[src/rtl/piso_serializer.sv]
// Parallel-in serial-out byte serializer; valid/ready on both sides.
// Ports: clock, reset (async active-low), enable, p_valid/p_ready/p_in, s_valid/s_ready/s_data/s_last, busy. Macro PISO_LSB_FIRST_EN: byte 0 first.
module piso_serializer #(
  parameter int DEPTH = 4
) (
  input  logic             clock,
  input  logic             reset,
  input  logic             enable,
  input  logic             p_valid,
  output logic             p_ready,
  input  logic [8*DEPTH-1:0] p_in,
  output logic             s_valid,
  input  logic             s_ready,
  output logic [7:0]       s_data,
  output logic             s_last,
  output logic             busy
);

  localparam int CNT_W = (DEPTH > 1) ? $clog2(DEPTH) : 1;
  localparam logic [CNT_W-1:0] LAST = CNT_W'(DEPTH - 1);

  if (DEPTH < 1) begin : g_bad_depth
    $error("piso_serializer: DEPTH must be >= 1");
  end

  typedef enum logic {IDLE, SHIFT} state_e;

  state_e             state_q, state_d;
  logic [8*DEPTH-1:0] word_q, word_d;
  logic [CNT_W-1:0]   cnt_q, cnt_d;
  logic [7:0]         s_data_q, s_data_d;
  logic               s_valid_q, s_valid_d;
  logic               s_last_q, s_last_d;
  logic               busy_q, busy_d;

  logic               p_acc;
  logic               s_xfer;
  logic [CNT_W-1:0]   cnt_nxt;

  // Emission slot c maps to a byte lane depending on order.
  function automatic logic [7:0] pick(
    input logic [8*DEPTH-1:0] w,
    input logic [CNT_W-1:0]   c
  );
    int k;
`ifdef PISO_LSB_FIRST_EN
    k = int'(c);
`else
    k = DEPTH - 1 - int'(c);
`endif
    return w[8*k +: 8];
  endfunction

  // Reload is allowed on the edge that consumes the last byte.
  assign p_ready = reset && enable &&
                   (state_q == IDLE ||
                    (s_valid_q && s_ready && s_last_q));
  assign p_acc   = enable && p_valid && p_ready;
  assign s_xfer  = enable && s_valid_q && s_ready;
  assign cnt_nxt = cnt_q + 1'b1;

  always_comb begin
    state_d   = state_q;
    word_d    = word_q;
    cnt_d     = cnt_q;
    s_data_d  = s_data_q;
    s_valid_d = s_valid_q;
    s_last_d  = s_last_q;
    busy_d    = busy_q;
    if (p_acc) begin
      state_d   = SHIFT;
      word_d    = p_in;
      cnt_d     = '0;
      s_data_d  = pick(p_in, '0);
      s_valid_d = 1'b1;
      s_last_d  = (DEPTH == 1);
      busy_d    = 1'b1;
    end else if (state_q == SHIFT && s_xfer) begin
      if (cnt_q == LAST) begin
        state_d   = IDLE;
        s_valid_d = 1'b0;
        s_last_d  = 1'b0;
        busy_d    = 1'b0;
      end else begin
        cnt_d    = cnt_nxt;
        s_data_d = pick(word_q, cnt_nxt);
        s_last_d = (cnt_nxt == LAST);
      end
    end
  end

  always_ff @(posedge clock or negedge reset) begin
    if (!reset) begin
      state_q   <= IDLE;
      word_q    <= '0;
      cnt_q     <= '0;
      s_data_q  <= 8'd0;
      s_valid_q <= 1'b0;
      s_last_q  <= 1'b0;
      busy_q    <= 1'b0;
    end else begin
      state_q   <= state_d;
      word_q    <= word_d;
      cnt_q     <= cnt_d;
      s_data_q  <= s_data_d;
      s_valid_q <= s_valid_d;
      s_last_q  <= s_last_d;
      busy_q    <= busy_d;
    end
  end

  assign s_valid = s_valid_q;
  assign s_data  = s_data_q;
  assign s_last  = s_last_q;
  assign busy    = busy_q;

endmodule

[config.mk]
export PLATFORM = sky130hd
export DESIGN_NAME = piso_serializer
export DESIGN_NICKNAME = d
export VERILOG_FILES = /design/src/rtl/piso_serializer.sv
export SDC_FILE = /design/constraint.sdc
export NUM_CORES = 1
export LEC_CHECK = 0
export CAP_MARGIN = 25
export CORE_AREA = 2 2 73 75
export DETAILED_ROUTE_END_ITERATION = 12
export DIE_AREA = 0 0 75 77
export GPL_TIMING_DRIVEN = 0
export PLACE_DENSITY_LB_ADDON = 0.08
export SLEW_MARGIN = 25
export SYNTH_ARGS = -nofsm -noshare
export SYNTH_HDL_FRONTEND = slang
export SYNTH_SLANG_ARGS = --single-unit
[constraint.sdc]
create_clock -name clock -period 1.6 [get_ports clock]
set_input_delay 0.16 -clock clock [delete_from_list [all_inputs] [get_ports clock]]
set_output_delay 0.16 -clock clock [all_outputs]
set_load 0.1 [all_outputs]
==> flow_metrics.py <==
metrics = {
    "timing": {
        "finClkSkew_ns": 0.005863,
        "fmax_mhz": 638.4,
        "period_minus_slack_ns": 1.566,
        "finalHoldViolCount": 0,
        "whs_ns": 0.4733,
        "rsz0062_at_grt": "yes",
        "slew_headroom_pct": 44.05,
        "tightest_slew_ns": 0.8365,
        "finalMaxSlewViolations": 0,
        "setup_slack_ns": 0.03362,
        "fin_crit_sh_pct": 97.90,
        "setup_viol": 0,
    },
    "die": {
        "die_area_um2": 5775,
        "fp.dieH_um": 77,
        "die_w_um": 75,
        "ios": 49,
        "fp.coreArea_um2": 4977,
        "start_util_pct": 43.31,
        "rows": 26,
    },
    "setup_path": {
        "start_kind": "register",
        "reg2reg_slack_ns": 0.05,
        "crit_fanout": 7,
        "critPathRequiredTime_ns": 1.44,
        "worstSetupStartpoint": "busy",
        "critPathKind": "register to output pin",
        "endpoint_kind": "output pin",
        "worstPathArrival_ns": 1.41,
        "r2r_cells": 7,
        "r2r-start": "cnt_q[0]",
    },
    "cells_and_area": {
        "final_net_count": 253,
        "drive_gt1_share_pct": 40.93,
        "area_growth_pct": 41.73,
        "antenna_cells": 0,
        "fill_cells": 392,
    },
    "synthesis": {
        "yosys_most_used_dff": "dfrtp_1",
        "synthCells": 147,
        "synth_cell_type_count": 26,
        "yosysTopAreaCell": "dfrtp_1",
        "ys_ff_latch": 44,
        "yosys-top-cells-count": "44 x dfrtp_1, 27 x mux2_4, 20 x nand2_1",
        "yosys_warnings": 0,
        "syn_area_per_cell_um2": 14.67,
        "synth_top_area_share_pct": 51.07,
        "synth_area_leaders": "dfrtp_1 51%, mux2_4 19%, mux4_2 8.4%",
        "synth_most_common_cell": "dfrtp_1",
        "ys_seq_area_share_pct": 51.07,
        "syn-num-nets": 186,
        "synth_edf_count": 0,
        "syn_area_um2": 2156,
        "async_reset_ff_share_pct": 100.0,
    },
    "routing": {
        "dr.pass1.iters": 4,
        "initialDrtViolationCount": 43,
        "wl_per_cell_um": 17.80,
        "num_vias": 1483,
        "ant_nets": 0,
        "drc": 0,
        "wl_um": 5072,
        "vias_per_cell": 5.204,
    },
    "global_routing": {
        "grt_pass1_vias": 1614,
        "grt_max_degree": 27,
        "grt_pass1_wl_um": 8183,
        "antenna_found_initial": 0,
        "grt_overflow": 0,
        "grt_util_all_layers_pct": 19.35,
    },
    "clock_network": {
        "cts.sinks": 44,
        "cts_tree": "yes",
        "cts_buffer_depth": 2,
        "worstSkewPairLatency_ns": 0.29,
        "htreeDepth": 2,
        "cts_buffers": 5,
        "clk_pin_slew_ns": 0.08,
        "cts_root_buf": "clkbuf_8",
    },
    "placement": {
        "dp_slack_ns": -0.8907,
        "dp_hpwl_um": 3227,
        "gp_congestion": 0.7064,
        "port_buffers": 48,
    },
    "power": {
        "power_frac_seq_pct": 32.5,
        "max-vdd-ir-drop_v": 0.001082,
        "power_frac_clock_pct": 10.8,
        "powerDensity_nw_per_um2": 2042,
        "comb_power_share_pct": 56.7,
        "power.switching_mw": 2.563,
        "intPower_mw": 3.675,
        "p_leak_nw": 1.315,
        "swShare_pct": 41.09,
    },
    "min_path": {
        "hold_path_depth": 2,
        "hold_path_class": "input pin to register",
        "min-delay-start": "p_in[4]",
    },
    "run_status": {
        "status": "complete, no violations",
    },
    "job": {
        "cap_violations": 0,
    },
}
-- repair_timing --
| item | 4_1_cts | 5_1_grt |
|---|---|---|
| pin swaps | 0 | 2 |
| hold buffers | 4 | 0 |
| resized for setup | 45 | 10 |
| setup buffers | 5 | 1 |
| hold endpoints to repair | 26 | 0 |
| cloned | 0 | 1 |
| setup endpoints to repair | 53 | 36 |
-- path summary, 6_finish.rpt --
check | to
setup / recovery | p_ready
hold / removal | word_q[4]
setup reg to reg | s_data[3]
hold reg to reg | word_q[12]
max in group asynchronous | busy
min in group asynchronous | word_q[27]
-- state kept, by name (all words and copies together) (netlist names) --
register and flops:
word_q 32, busy 1, s_data 8, cnt_q 2
s_last 1
-- power groups by stage --
stage | registers (mW) | clock network, mW | logic, mW
floorplan | 2.82 | 0 | 1.67
global placement | 2.00 | 0 | 3.16
detailed placement | 2.03 | 0 | 3.22
CTS | 2.02 | 0.690 | 3.31
global route | 2.09 | 0.746 | 3.72
finish | 2.03 | 0.673 | 3.54
-- worst max-delay path, cell delays in order (launching register included) --
cell and delay (ns):
dfrtp_4 0.51, a21boi_4 0.18, buf_8 0.15, nor2_4 0.10, buf_12 0.18
-- area by class of cell --
| class | instances | area, um2 | area share, % |
|---|---|---|---|
| plain buffers | 9 | 117.6 | 3.849 |
| clock buffers | 7 | 76.32 | 2.498 |
| clock inverters | 1 | 5.005 | 0.1638 |
| inverters | 1 | 3.754 | 0.1229 |
| multi-input cells | 93 | 993.5 | 32.51 |
| flip-flops and latches | 44 | 1109 | 36.28 |
| well taps | 70 | 87.58 | 2.867 |
| repair buffers | 60 | 663.1 | 21.70 |
-- cells by family (layout without fill, tap and decap cells) --
logic type,after synthesis,count (layout),share of synthesized area (%)
flops,44,44,51.07
mux,41,41,30.24
simple gates,39,39,9.519
compound gates,10,10,3.714
buf+inv,10,78,3.888
fa+ha+maj,2,2,1.161
xor+xnor,1,1,0.4063
-- cell usage in the layout (no fill, tap or decap), types with 2 or more instances in the layout --
cell type and n:
buf_8 4, nor3_1 8, dfrtp_1 42, mux2_4 27, clkbuf_1 2, clkdlybuf4s50_1 35
nand3_1 2, mux2_2 5, nor2_1 2, clkbuf_8 5, buf_4 7, buf_6 3
a31oi_1 7, dlygate4sd3_1 2, nand2_1 19, buf_12 4, clkdlybuf4s15_2 11, dfrtp_4 2
mux4_2 8
-- stage by stage --
stage               utilization (%)  cells  power, mW    TNS, ns  area [um2]
detailed placement            55.66    266      5.245     -19.74        2770
floorplan                         -    147      4.491  -0.009942        2180
global placement              55.20    265      5.170    -118.87        2748
global route                  61.39    285      6.555    -0.3367        3055
finish                        61.39    285      6.238          0        3055
CTS                           59.95    283      6.025   -0.08173        2984
-- routing by layer --
layer  up-vias  part of all wire, %  GRT usage [%]
met4         0                  1.5          5.714
li1        667                    -              -
met5         -                    0              0
met1       763                   42          25.28
met3         9                  5.0          4.599
met2        44                   51          31.58
Power figures use the tool's default switching activity.
